## config.mk

```make
export PLATFORM = sky130hd
export DESIGN_NAME = ps2_kbd_io
export DESIGN_NICKNAME = d
export VERILOG_FILES = /design/src/rtl/ps2_pkg.sv /design/src/rtl/sync_fifo.sv /design/src/rtl/ps2_kbd_io.sv
export SDC_FILE = /design/constraint.sdc
export NUM_CORES = 1
export LEC_CHECK = 0
export ABC_AREA = 1
export BUFFER_PORTS_ARGS = -buffer_cell sky130_fd_sc_hd__clkbuf_2
export CORE_MARGIN = 1
export CORE_UTILIZATION = 35
export CTS_CLUSTER_DIAMETER = 150
export CTS_CLUSTER_SIZE = 12
export DETAILED_ROUTE_END_ITERATION = 16
export PLACE_DENSITY = 0.6
export SYNTH_ARGS = -nofsm -noshare
export SYNTH_HDL_FRONTEND = slang
export SYNTH_SLANG_ARGS = --single-unit
```

## constraint.sdc

```tcl
create_clock -name clk -period 3.2 [get_ports clk]
set_input_delay 0.64 -clock clk [delete_from_list [all_inputs] [get_ports clk]]
set_output_delay 0.64 -clock clk [all_outputs]
set_load 0.005 [all_outputs]
```

## src/rtl/ps2_pkg.sv

```systemverilog
// Shared definitions for the PS/2 keyboard receiver: register offsets,
// STATUS bit positions and the frame deframer state encoding.
package ps2_pkg;

  localparam logic [2:0] REG_DATA   = 3'd0;
  localparam logic [2:0] REG_STATUS = 3'd1;
  localparam logic [2:0] REG_CTRL   = 3'd2;

  localparam int STAT_IE = 7;
  localparam int STAT_FE = 6;
  localparam int STAT_PE = 5;
  localparam int STAT_OV = 4;

  typedef enum logic [1:0] {
    IDLE,
    DATA,
    PARITY,
    STOP
  } frame_state_t;

endpackage

```

## src/rtl/sync_fifo.sv

```systemverilog
// Single-clock FIFO, 2**DEPTH_LOG2 entries, combinational head on dout.
// Caller must not push when full (unless popping) nor pop when empty.
module sync_fifo #(
  parameter int W          = 8,
  parameter int DEPTH_LOG2 = 3
) (
  input  logic                  clk,
  input  logic                  nreset,
  input  logic                  push,
  input  logic                  pop,
  input  logic [W-1:0]          din,
  output logic [W-1:0]          dout,
  output logic [DEPTH_LOG2:0]   count,
  output logic                  full,
  output logic                  empty
);

  localparam logic [DEPTH_LOG2:0] DEPTH = (DEPTH_LOG2+1)'(1 << DEPTH_LOG2);

  logic [W-1:0]            mem [1 << DEPTH_LOG2];
  logic [DEPTH_LOG2-1:0]   wptr;
  logic [DEPTH_LOG2-1:0]   rptr;

  assign dout  = mem[rptr];
  assign full  = (count == DEPTH);
  assign empty = (count == '0);

  always_ff @(posedge clk) begin
    if (push) mem[wptr] <= din;
  end

  // Pointers wrap naturally at the power-of-two depth.
  always_ff @(posedge clk or negedge nreset) begin
    if (!nreset) begin
      wptr  <= '0;
      rptr  <= '0;
      count <= '0;
    end else begin
      if (push) wptr <= wptr + 1'b1;
      if (pop)  rptr <= rptr + 1'b1;
      case ({push, pop})
        2'b10:   count <= count + 1'b1;
        2'b01:   count <= count - 1'b1;
        default: count <= count;
      endcase
    end
  end

endmodule

```

## src/rtl/ps2_kbd_io.sv

```systemverilog
// Memory-mapped PS/2 keyboard receiver: pin sync/filter, 11-bit deframer,
// scancode FIFO and DATA/STATUS/CTRL registers on the I/O page.
module ps2_kbd_io
  import ps2_pkg::*;
#(
  parameter int FILT       = 8,
  parameter int TMO        = 25000,
  parameter int DEPTH_LOG2 = 3
) (
  input  logic        clk,
  input  logic        nreset,
  input  logic        ps2_clk,
  input  logic        ps2_dat,
  input  logic        sel,
  input  logic [2:0]  addr,
  input  logic        r,
  input  logic [1:0]  w,
  input  logic [15:0] dwrite,
  output logic [15:0] rdata,
  output logic        irq
);

  localparam int FW = (FILT > 1) ? $clog2(FILT) : 1;
  localparam int TW = (TMO > 1) ? $clog2(TMO) : 1;
  localparam logic [FW-1:0] FILT_MAX = FW'(FILT - 1);
  localparam logic [TW-1:0] TMO_MAX  = TW'(TMO - 1);

  logic [1:0]   clk_sync, dat_sync;
  logic         clk_s, dat_s, clk_f;
  logic [FW-1:0] fcnt;
  logic         fall;

  frame_state_t state;
  logic [2:0]   bitcnt;
  logic [7:0]   shreg;
  logic         par;
  logic [TW-1:0] tmo_cnt;
  logic         tmo_hit, stop_ev, frame_ok, frame_push;

  logic         ie, fe, pe, ov;
  logic         rd_data, st_wr, ctrl_wr;
  logic         fifo_push, fifo_pop, full, empty;
  logic [7:0]   dout;
  logic [DEPTH_LOG2:0] count;
  logic         unused_ok;

  assign unused_ok = ^{dwrite[15:7], dwrite[3:1], w[1]};

  assign clk_s = clk_sync[1];
  assign dat_s = dat_sync[1];

  always_ff @(posedge clk or negedge nreset) begin
    if (!nreset) begin
      clk_sync <= 2'b11;
      dat_sync <= 2'b11;
    end else begin
      clk_sync <= {clk_sync[0], ps2_clk};
      dat_sync <= {dat_sync[0], ps2_dat};
    end
  end

  // Filtered clock flips only after FILT consecutive samples disagree with it.
  assign fall = clk_f & ~clk_s & (fcnt == FILT_MAX);

  always_ff @(posedge clk or negedge nreset) begin
    if (!nreset) begin
      clk_f <= 1'b1;
      fcnt  <= '0;
    end else if (clk_s == clk_f) begin
      fcnt <= '0;
    end else if (fcnt == FILT_MAX) begin
      clk_f <= clk_s;
      fcnt  <= '0;
    end else begin
      fcnt <= fcnt + 1'b1;
    end
  end

  assign tmo_hit    = (state != IDLE) & ~fall & (tmo_cnt == TMO_MAX);
  assign stop_ev    = (state == STOP) & fall;
  assign frame_ok   = ^{par, shreg};
  assign frame_push = stop_ev & dat_s & frame_ok;

  always_ff @(posedge clk or negedge nreset) begin
    if (!nreset) begin
      state   <= IDLE;
      bitcnt  <= '0;
      shreg   <= '0;
      par     <= 1'b0;
      tmo_cnt <= '0;
    end else begin
      tmo_cnt <= (state == IDLE || fall) ? '0 : tmo_cnt + 1'b1;
      if (tmo_hit) begin
        state <= IDLE;
      end else if (fall) begin
        unique case (state)
          IDLE: if (!dat_s) begin
            state  <= DATA;
            bitcnt <= '0;
          end
          DATA: begin
            shreg  <= {dat_s, shreg[7:1]};
            bitcnt <= bitcnt + 1'b1;
            if (bitcnt == 3'd7) state <= PARITY;
          end
          PARITY: begin
            par   <= dat_s;
            state <= STOP;
          end
          STOP: state <= IDLE;
          default: state <= IDLE;
        endcase
      end
    end
  end

  assign rd_data = sel & r & (addr == REG_DATA);
  assign st_wr   = sel & w[0] & (addr == REG_STATUS);
  assign ctrl_wr = sel & w[0] & (addr == REG_CTRL);

  assign fifo_pop  = rd_data & ~empty;
  assign fifo_push = frame_push & (~full | fifo_pop);

  sync_fifo #(.W(8), .DEPTH_LOG2(DEPTH_LOG2)) u_fifo (
    .clk    (clk),
    .nreset (nreset),
    .push   (fifo_push),
    .pop    (fifo_pop),
    .din    (shreg),
    .dout   (dout),
    .count  (count),
    .full   (full),
    .empty  (empty)
  );

  // Hardware set takes priority over a software clear in the same cycle.
  always_ff @(posedge clk or negedge nreset) begin
    if (!nreset) begin
      ie <= 1'b0;
      fe <= 1'b0;
      pe <= 1'b0;
      ov <= 1'b0;
    end else begin
      if (ctrl_wr) ie <= dwrite[0];
      fe <= (stop_ev & ~dat_s) | tmo_hit | (fe & ~(st_wr & dwrite[STAT_FE]));
      pe <= (stop_ev & ~frame_ok) | (pe & ~(st_wr & dwrite[STAT_PE]));
      ov <= (frame_push & full & ~fifo_pop) | (ov & ~(st_wr & dwrite[STAT_OV]));
    end
  end

  always_comb begin
    rdata = '0;
    if (sel) begin
      case (addr)
        REG_DATA:   if (!empty) rdata = {1'b1, 7'b0, dout};
        REG_STATUS: begin
          rdata[STAT_IE] = ie;
          rdata[STAT_FE] = fe;
          rdata[STAT_PE] = pe;
          rdata[STAT_OV] = ov;
          rdata[3:0]     = 4'(count);
        end
        REG_CTRL:   rdata[0] = ie;
        default:    rdata = '0;
      endcase
    end
  end

  assign irq = ie & (~empty | fe | pe | ov);

endmodule
```

==> results.rst, run 1 <==
.. list-table::
   :header-rows: 1

   * - Metric
     - Value
   * - Crit share post-route
     - 85.6%
   * - Max H-tree Level
     - 4
   * - Inserted Clock Buffers
     - 17
   * - Share of synthesized area occupied by flip-flops and latches
     - 61.6%
   * - Vias in the first global route
     - 3434
   * - Startpoint kind of the worst setup timing path
     - register
   * - Global-route wire length before repair
     - 16500 microns
   * - Routability-driven placement congestion ratio
     - 0.807
   * - Global routing usage summed across all routing layers
     - 14.5%
   * - Net switching power of the design
     - 0.00112 W
   * - Worst setup path endpoint
     - rdata[0]
   * - Number of endpoints failing setup at the final stage
     - 0
   * - Number of buffers inserted to repair setup after CTS
     - 0
   * - Largest net degree at the start of global routing
     - 40
   * - Root Buffer
     - sky130_fd_sc_hd__clkbuf_16
   * - Critical hold path startpoint
     - ps2_clk
   * - Syn avg cell area
     - 10.5 sq um
   * - Setup slack of the most critical reg-to-reg path
     - 720 ps
   * - Final setup skew
     - 8.93 ps
   * - Unrepaired setup endpoints after global routing
     - no
   * - Total of warnings raised by yosys
     - 0
   * - Vias per cell
     - 4.90
   * - CTS clk-pin slew, worst paths
     - 60 ps
   * - Run status
     - finished clean
   * - Post-Route Hold Slack
     - 318 ps
   * - Flip-flop and latch count after synthesis
     - 115
   * - Combined area of the multi-input logic cells
     - 1710 sq um
   * - Maximum operating frequency
     - 0.365 GHz
   * - Area leader, netlist
     - sky130_fd_sc_hd__edfxtp_1
   * - Depth of the worst register-to-register path
     - 12
   * - Area used by sequential logic in the layout
     - 3210 sq um
   * - Max-cap viol count
     - 0
   * - Kind of end point of the critical path
     - output port
   * - Launching instance or port of the critical path
     - u_fifo.rptr[0]
   * - Number of distinct library cell variants in the gate-level netlist after synthesis
     - 40
   * - Switching share of power
     - 26.2%
   * - Residual overflow from global routing
     - 0
   * - Arrival time worst endpoint
     - 2100 ps
   * - Iteration count of the initial detailed-routing pass
     - 5
   * - Initial cell density of the core
     - 35.8%
   * - Die height
     - 124 microns
   * - Sum of net half-perimeters after detailed placement
     - 6970 microns
   * - R2R Path End
     - u_fifo.mem[0][2]
   * - Number of port buffers
     - 23
   * - Worst endpoint required time
     - 2560 ps
   * - Initial antenna violation count
     - 0
   * - Clock Path Buffers
     - 2
   * - Peak supply drop
     - 0.420 mV
   * - Filler cell count in the final layout
     - 1377
   * - Insertion delay to the later sink of the worst-skew pair
     - 410 ps
   * - Largest fanout of any net on the critical path
     - 34
   * - Routed Antenna Nets
     - 0
   * - Total count of max-transition violations in the final report
     - 0
   * - Die Footprint
     - 15300 sq um
   * - Category of the most critical setup path
     - register to output port
   * - Routed Wire Length
     - 10400 microns
   * - Headroom to the max-slew limit
     - 35.2%
   * - DRC violation count after routing
     - 0
   * - CORE AREA
     - 14500 sq um
   * - Cells after Synth
     - 493
   * - Pwr dens
     - 691 nW/um^2
   * - Combined area of all synthesized cells
     - 5200 sq um
   * - Diodes inserted
     - 0
   * - P_int
     - 0.00315 W
   * - Combinational fraction of design power
     - 14.2%
   * - Worst R2R Start
     - fcnt[0]
   * - Final period demand of the worst path
     - 2740 ps
   * - Number of hold-slack violations in the final timing report
     - 0
   * - Pin slew with the least headroom to its limit
     - 972 ps
   * - Yosys top cell area share
     - 37.0%
   * - Via count
     - 3586
   * - Top post-synthesis cells by area
     - sky130_fd_sc_hd__edfxtp_1, sky130_fd_sc_hd__dfrtp_1, sky130_fd_sc_hd__nand2_1, sky130_fd_sc_hd__o21ai_0, sky130_fd_sc_hd__nor2_1
   * - Part of the power in the clock network
     - 45.3%
   * - # IOs
     - 44
   * - CTS tree
     - yes
   * - Number of placement rows
     - 44
   * - Die width
     - 124 microns
   * - Iter 0 DRT Violations
     - 283
   * - Total negative slack
     - 0 ps
   * - Flop pwr share
     - 40.5%
   * - Tightest Hold Check Type
     - input port to register
   * - Fraction of final layout cells sized beyond drive strength 1
     - 15.3%
   * - Layout overhead on the synthesized area
     - 18.7%
   * - Nets@finish
     - 575
   * - Average routed wire per standard cell
     - 14.1 microns
   * - Count of clock tree sinks
     - 115
   * - Leakage
     - 2.73 nW
## power groups by stage
stage	clock network (W)	registers [W]	logic, W
2_1_floorplan	0	0.00170	0.000487
5_1_grt	0.00203	0.00174	0.000689
6_report	0.00193	0.00173	0.000605
4_1_cts	0.00196	0.00173	0.000615
3_3_place_gp	0	0.00175	0.000590
3_5_place_dp	0	0.00175	0.000612
## synth_stat cells, drive strengths merged
library cell   n
and3           1
nand4          3
nor3b          2
nor2          51
a21oi         21
a211oi         1
nand2         81
o21ai         40
o221a          1
xor2           6
o211ai         4
o21bai         1
buf            9
xnor2          1
ha            13
clkbuf         9
conb           1
o221ai        14
nor4           2
or2            1
inv           53
o32ai          2
a32o           2
nand3         23
nor3          16
dfrtp         46
mux2i         14
dfstp          5
a21o           1
edfxtp        64
clkinv         3
a31oi          2
## repair_timing
action                                  in CTS  in global routing
endpoints found under the setup margin       0                  5
gates resized for setup                      0                  1
hold buffers                                 0                  0
## how the worst min path moves through the flow
stage / endpoint / slack (ps) / depth (start not counted)
global placement: clk_sync[1] / 350 / 0
global route: clk_sync[0] / 310 / 1
finish: clk_sync[0] / 320 / 1
detailed placement: clk_sync[1] / 350 / 0
floorplan: bitcnt[0] / 340 / 0
CTS: clk_sync[0] / 300 / 1
## layer usage
metal  wire, microns  global-route usage [%]  vias up
li1                -                       -     1783
met1            4760                    18.5     1724
met2            5050                    23.2       65
met3             405                    4.03       14
met4             134                    5.95        0
met5               0                       0        -
## critical path, stage by stage (launching register included)
cell and delay [ps]:
sky130_fd_sc_hd__dfrtp_1 350, sky130_fd_sc_hd__buf_4 390, sky130_fd_sc_hd__o21ai_0 160, sky130_fd_sc_hd__o221ai_1 250
sky130_fd_sc_hd__o211ai_1 160, sky130_fd_sc_hd__a31oi_1 220, sky130_fd_sc_hd__clkbuf_2 150
## area by class of cell
class,instances,area share [%]
repair buffers,35,3.32
well taps,184,3.73
inverters,56,3.41
flip-flops and latches,115,51.9
multi-input cells,310,27.8
clock inverters,9,2.09
clock buffers,23,7.76
## cell families (layout without fill, tap and decap cells)
family                     after synthesis  count (layout)  synth area share (%)
adders and majority gates               13              13                  3.13
xor gates and xnor gates                 7               7                  1.18
and+or+nand+nor                        180             180                  15.0
muxes                                   14              14                  2.69
buffers and inverters                   74             123                  5.87
AOI/OAI and AO/OA                       89              89                  10.4
DFF                                    115             115                  61.6
other                                    1               7                0.0721
## flip-flops by register name, indices dropped and copies added (netlist names)
name and cells:
u_fifo.mem 64, tmo_cnt 15, shreg 8, u_fifo.count 4, bitcnt 3, fcnt 3, u_fifo.rptr 3, u_fifo.wptr 3
clk_sync 2, dat_sync 2, state 2, clk_f 1, fe 1, ie 1, ov 1, par 1
pe 1
## cells in the final DEF (no fill, tap or decap), types with 12 or more instances in the layout
cell                         n
sky130_fd_sc_hd__nand2_1    79
sky130_fd_sc_hd__clkbuf_16  18
sky130_fd_sc_hd__inv_1      46
sky130_fd_sc_hd__nor2_1     50
sky130_fd_sc_hd__o21ai_0    38
sky130_fd_sc_hd__a21oi_1    21
sky130_fd_sc_hd__nor3_1     14
sky130_fd_sc_hd__dfrtp_1    45
sky130_fd_sc_hd__ha_1       13
sky130_fd_sc_hd__buf_4      12
sky130_fd_sc_hd__mux2i_1    14
sky130_fd_sc_hd__edfxtp_1   64
sky130_fd_sc_hd__o221ai_1   14
sky130_fd_sc_hd__nand3_1    23
sky130_fd_sc_hd__clkbuf_2   23
## through the flow
| step | instance area, sq um | std cells | total power [W] | worst slack, ps | util [%] |
|---|---|---|---|---|---|
| 3_3_place_gp | 5560 | 700 | 0.00234 | 619 | 38.3 |
| 6_report | 6170 | 732 | 0.00426 | 460 | 42.5 |
| 5_1_grt | 6170 | 732 | 0.00447 | 246 | 42.5 |
| 2_1_floorplan | 5220 | 499 | 0.00219 | 564 | - |
| 4_1_cts | 6170 | 732 | 0.00430 | 120 | 42.5 |
| 3_5_place_dp | 5560 | 700 | 0.00237 | 577 | 38.3 |
No activity file was read; power rests on OpenSTA's default activity.
==> run 2, diff against run 1 <==
MAX_ROUTING_LAYER = met4   (was not set)
==> run 2 against run 1 <==
  * Power about the same
  * Sequential share of layout area unchanged
  * Sequential cell count unchanged
  * Critical endpoint unchanged
  * Global-route usage is 0.45 points higher
  * Critical path type unchanged
  * Utilization unchanged
  * Worst hold slack barely moved
  * Clock power barely moved
  * Design area did not move
  * Clock skew up 0.50 ps
  * Cell count unchanged
  * Via count fell by 0.25%
  * Register-to-register slack about the same
==> results.rst, run 2 (synthesized netlist as in run 1, its figures left out) <==
.. list-table::
   :header-rows: 1

   * - Metric
     - Value
   * - Max-cap viol count
     - 0
   * - Buf+Inv Stages, Crit Path
     - 2
   * - Worst endpoint required time
     - 2560 ps
   * - Pin slew with the least headroom to its limit
     - 961 ps
   * - Post-cts hold buffer count
     - 0
   * - Average routed wire per standard cell
     - 14.1 microns
   * - Run status
     - finished clean
   * - Category of the most critical setup path
     - register to output port
   * - Highest-count cells in the layout ignoring fill and taps
     - sky130_fd_sc_hd__nand2_1, sky130_fd_sc_hd__edfxtp_1, sky130_fd_sc_hd__nor2_1
   * - Vias per cell
     - 4.89
   * - Insertion delay to the later sink of the worst-skew pair
     - 410 ps
   * - Final period demand of the worst path
     - 2740 ps
   * - Unrepaired setup endpoints after global routing
     - no
   * - CTS clk-pin slew, worst paths
     - 50 ps
   * - Number of buffers inserted to repair setup after CTS
     - 0
   * - Fraction of final layout cells sized beyond drive strength 1
     - 15.3%
   * - Pwr dens
     - 691 nW/um^2
   * - Sum of net half-perimeters after detailed placement
     - 6970 microns
   * - Global routing usage summed across all routing layers
     - 14.9%
   * - Initial antenna violation count
     - 0
   * - Residual overflow from global routing
     - 0
   * - Total negative slack
     - 0 ps
   * - Peak supply drop
     - 0.420 mV
   * - Tightest Hold Check Type
     - input port to register
   * - Vias in the first global route
     - 3430
   * - Global-route wire length before repair
     - 16500 microns
   * - Die height
     - 124 microns
   * - Count of clock tree sinks
     - 115
   * - Max FFs per register
     - 64
   * - CORE AREA
     - 14500 sq um
   * - # IOs
     - 44
   * - Via count
     - 3577
   * - Iteration count of the initial detailed-routing pass
     - 5
   * - Routability-driven placement congestion ratio
     - 0.819
   * - Maximum operating frequency
     - 0.365 GHz
   * - Die Footprint
     - 15300 sq um
   * - Diodes inserted
     - 0
   * - Root Buffer
     - sky130_fd_sc_hd__clkbuf_16
   * - DRC violation count after routing
     - 0
   * - CTS tree
     - yes
   * - Post-layout instance area
     - 6170 sq um
   * - Largest fanout of any net on the critical path
     - 34
   * - Utilization of the core after routing
     - 42.5%
   * - Layout overhead on the synthesized area
     - 18.7%
   * - Routed Antenna Nets
     - 0
   * - Largest net degree at the start of global routing
     - 40
   * - Leakage
     - 2.73 nW
   * - Nets@finish
     - 575
   * - Critical path's top delay family
     - compound AO/OA/AOI/OAI gates
   * - Largest stage delay on the critical path
     - 400 ps
   * - Final setup skew
     - 9.43 ps
   * - Kind of end point of the critical path
     - output port
   * - Number of hold-slack violations in the final timing report
     - 0
   * - Register ranked first by flip-flop count
     - u_fifo.mem
   * - Number of placement rows
     - 44
   * - Iter 0 DRT Violations
     - 255
   * - Critical path's slowest cell
     - sky130_fd_sc_hd__buf_4
   * - Initial cell density of the core
     - 35.8%
   * - Max H-tree Level
     - 4
   * - Startpoint kind of the worst setup timing path
     - register
   * - Arrival time worst endpoint
     - 2100 ps
   * - Registers with the highest flip-flop counts
     - u_fifo.mem x64, tmo_cnt x15, shreg x8
   * - Headroom to the max-slew limit
     - 35.9%
   * - Total count of max-transition violations in the final report
     - 0
   * - CP Cell Sequence
     - buf_4 > o21ai_0 > o221ai_1 > o211ai_1 > a31oi_1 > clkbuf_2
   * - Inserted Clock Buffers
     - 17
   * - Routed Wire Length
     - 10300 microns
   * - Crit share post-route
     - 85.6%
   * - Total placed instance area
     - 5560 sq um
   * - Number of port buffers
     - 23
   * - Die width
     - 124 microns
   * - Clock Path Buffers
     - 2
   * - Most common cell after layout, fill and taps aside
     - sky130_fd_sc_hd__nand2_1
   * - Filler cell count in the final layout
     - 1377
   * - Number of endpoints failing setup at the final stage
     - 0
## run 2: area by class of cell
| cell class | count | area [sq um] | share of cell area, % |
|---|---|---|---|
| clock buffers | 23 | 479 | 7.76 |
| clock inverters | 9 | 129 | 2.09 |
| inverters | 56 | 210 | 3.41 |
| multi-input cells | 310 | 1710 | 27.8 |
| flip-flops and latches | 115 | 3210 | 51.9 |
| well taps | 184 | 230 | 3.73 |
| repair buffers | 35 | 205 | 3.32 |
## run 2: worst paths after layout
path                       slack [ps]  cells past startpoint           start                to
setup / recovery                  460                      6  u_fifo.rptr[0]          rdata[0]
hold / removal                    320                      1         ps2_clk       clk_sync[0]
setup reg to reg                  720                     12         fcnt[0]  u_fifo.mem[0][2]
hold reg to reg                   350                      0     clk_sync[0]       clk_sync[1]
max in group asynchronous        2040                      2          nreset    u_fifo.rptr[1]
min in group asynchronous         370                      1          nreset        tmo_cnt[8]
## run 2: metal layers
layer / routed length (microns) / up-vias / global-route usage (%) / part of all wire, %
met4: 112 / 0 / 5.95 / 1.1
met1: 4730 / 1710 / 18.5 / 46
met3: 476 / 11 / 4.17 / 4.6
li1: - / 1784 / - / -
met2: 5030 / 72 / 23.2 / 49
met5: 0 / - / - / 0
## run 2: power by group
group | internal, W | switching, W | total (W)
Clock | 0.00129 | 0.000641 | 0.00193
Sequential | 0.00163 | 0.000101 | 0.00173
Combinational | 0.000230 | 0.000377 | 0.000607
## run 2: repair_timing
| action | in CTS | in global routing |
|---|---|---|
| resized for setup | 0 | 1 |
| endpoints found under the hold margin | 0 | 0 |
| endpoints found under the setup margin | 0 | 5 |
## run 2: per-stage QoR
stage	std cells	setup WS [ps]	power [W]	hold slack (ps)
final	732	460	0.00427	319
after global routing	732	245	0.00447	308
after CTS	732	120	0.00430	302
after detailed placement	700	577	0.00237	347
after global placement	700	619	0.00234	347
after floorplan	499	564	0.00219	344
==> run 3, diff against run 2 <==
RECOVER_POWER = 100   (was not set)
==> run 3 against run 2 <==
  * The flow now finishes with violations (max-capacitance violations, max-slew violations)
  * Highest routed layer unchanged
  * Die area unchanged
  * Sequential cell count did not move
  * Clock skew is 3.8 ps higher
  * Critical path type is now register to register
  * Power decreased by 0.28%
  * Register-to-register slack worse by 300 ps
  * Design area fell by 1.1%
  * Non-clock buffer count unchanged
  * Setup slack got worse by 36 ps
  * Cell count unchanged
==> results.rst, run 3 (synthesized netlist as in run 1, its figures left out) <==
.. list-table::
   :header-rows: 1

   * - Metric
     - Value
   * - Run status
     - finished, violations left
   * - Violated checks
     - max-capacitance violations, max-slew violations
   * - Maximum operating frequency
     - 0.360 GHz
   * - Layout overhead on the synthesized area
     - 17.4%
   * - Inserted Clock Buffers
     - 17
   * - Insertion delay to the later sink of the worst-skew pair
     - 410 ps
   * - Diodes inserted
     - 0
   * - Part of the power in the clock network
     - 45.4%
   * - Arrival time worst endpoint
     - 2820 ps
   * - Die width
     - 124 microns
   * - Initial antenna violation count
     - 0
   * - Vias in the first global route
     - 3430
   * - DRC violation count after routing
     - 0
   * - Routability-driven placement congestion ratio
     - 0.819
   * - Total count of max-transition violations in the final report
     - 40
   * - CORE AREA
     - 14500 sq um
   * - Global routing usage summed across all routing layers
     - 14.9%
   * - Peak supply drop
     - 0.420 mV
   * - Routed Antenna Nets
     - 0
   * - # IOs
     - 44
   * - Iter 0 DRT Violations
     - 261
   * - Root Buffer
     - sky130_fd_sc_hd__clkbuf_16
   * - Flop pwr share
     - 40.6%
   * - Routed Wire Length
     - 10300 microns
   * - Leakage
     - 2.65 nW
   * - CTS tree
     - yes
   * - Vias per cell
     - 4.86
   * - Residual overflow from global routing
     - 0
   * - Category of the most critical setup path
     - register to register
   * - Filler cell count in the final layout
     - 1394
   * - Count of clock tree sinks
     - 115
   * - Pin slew with the least headroom to its limit
     - 2060 ps
   * - Initial cell density of the core
     - 35.8%
   * - Average routed wire per standard cell
     - 14.0 microns
   * - Clock Path Buffers
     - 2
   * - Fraction of final layout cells sized beyond drive strength 1
     - 10.8%
   * - Die Footprint
     - 15300 sq um
   * - Global-route wire length before repair
     - 16500 microns
   * - Number of port buffers
     - 23
   * - Max FFs per register
     - 64
   * - Kind of end point of the critical path
     - register
   * - Non-filler cells, final
     - 732
   * - Post-cts hold buffer count
     - 0
   * - Max H-tree Level
     - 4
   * - Number of endpoints failing setup at the final stage
     - 0
   * - Tightest Hold Check Type
     - input port to register
   * - P_int
     - 0.00314 W
   * - Utilization of the core after routing
     - 42.0%
   * - Pwr dens
     - 697 nW/um^2
   * - Net switching power of the design
     - 0.00111 W
   * - Combined area of the multi-input logic cells
     - 1690 sq um
   * - Worst endpoint required time
     - 3250 ps
   * - Total power after layout
     - 0.00425 W
   * - Final period demand of the worst path
     - 2780 ps
   * - Crit share post-route
     - 86.7%
   * - Combinational fraction of design power
     - 14.0%
   * - Number of hold-slack violations in the final timing report
     - 0
   * - Via count
     - 3559
   * - Number of cells after detailed placement
     - 700
   * - Number of placement rows
     - 44
   * - Total negative slack
     - 0 ps
   * - Headroom to the max-slew limit
     - -37.4%
   * - Nets@finish
     - 575
   * - Startpoint kind of the worst setup timing path
     - register
   * - Die height
     - 124 microns
   * - Largest net degree at the start of global routing
     - 40
   * - Registers with the highest flip-flop counts
     - u_fifo.mem x64, tmo_cnt x15, shreg x8
   * - Final setup skew
     - 13.2 ps
   * - CTS clk-pin slew, worst paths
     - 50 ps
   * - Switching share of power
     - 26.2%
   * - Register ranked first by flip-flop count
     - u_fifo.mem
   * - Largest fanout of any net on the critical path
     - 8
   * - Unrepaired setup endpoints after global routing
     - no
   * - Area used by sequential logic in the layout
     - 3210 sq um
   * - Max-cap viol count
     - 1
   * - Highest-count cells in the layout ignoring fill and taps
     - sky130_fd_sc_hd__nand2_1, sky130_fd_sc_hd__edfxtp_1, sky130_fd_sc_hd__nor2_1
   * - Iteration count of the initial detailed-routing pass
     - 5
   * - Sum of net half-perimeters after detailed placement
     - 6970 microns
   * - Most common cell after layout, fill and taps aside
     - sky130_fd_sc_hd__nand2_1
run 3: path summary, 6_finish.rpt:
check	startpoint	endpoint	slack [ps]	cells after the start
min in group asynchronous	nreset	tmo_cnt[8]	810	1
max reg2reg	fcnt[0]	u_fifo.mem[0][2]	420	12
max in group asynchronous	nreset	u_fifo.rptr[1]	790	2
max	fcnt[0]	u_fifo.mem[0][2]	420	12
min reg2reg	clk_sync[0]	clk_sync[1]	350	0
min	ps2_clk	clk_sync[0]	310	1
run 3: critical path, stage by stage, from the launching register on:
cell and delay (ps):
sky130_fd_sc_hd__dfrtp_1 350, sky130_fd_sc_hd__ha_1 160, sky130_fd_sc_hd__ha_1 210, sky130_fd_sc_hd__nand2_1 120, sky130_fd_sc_hd__inv_1 140, sky130_fd_sc_hd__nand2_1 100
sky130_fd_sc_hd__nor2_1 100, sky130_fd_sc_hd__nand3_1 210, sky130_fd_sc_hd__clkinv_1 90, sky130_fd_sc_hd__nand2_1 110, sky130_fd_sc_hd__or2_0 320, sky130_fd_sc_hd__nor3_2 140
sky130_fd_sc_hd__clkbuf_1 380
run 3: cell type report:
type,instances,area share [%]
inverter,56,3.44
tap,184,3.77
multi-input combinational,310,27.6
sequential,115,52.5
clock inverter,9,2.11
clock buffer,23,7.85
timing repair buffer,35,2.70
run 3: what timing repair did:
action	CTS	global route
gates resized for setup	0	1
setup endpoints to repair	0	5
hold endpoints to repair	0	0
setup buffers	0	0
run 3: power groups by stage:
stage	logic (W)	clock network (W)	registers [W]
floorplan	0.000487	0	0.00170
global placement	0.000590	0	0.00175
detailed placement	0.000612	0	0.00175
CTS	0.000615	0.00196	0.00173
global route	0.000682	0.00204	0.00174
finish	0.000596	0.00193	0.00173
run 3: through the flow:
stage	hold WS (ps)	setup slack, ps	area, sq um
after floorplan	344	564	5220
after global placement	347	619	5560
after detailed placement	347	577	5560
after CTS	302	120	6170
after global routing	308	150	6110
final	309	424	6110
run 3: layer usage:
layer  track usage (%)  up-vias  share of wire (%)
li1                  -     1785                  -
met1              18.5     1701                 46
met2              23.2       61                 49
met3              4.17       12                3.5
met4              5.95        0                1.5
met5                 -        -                  0
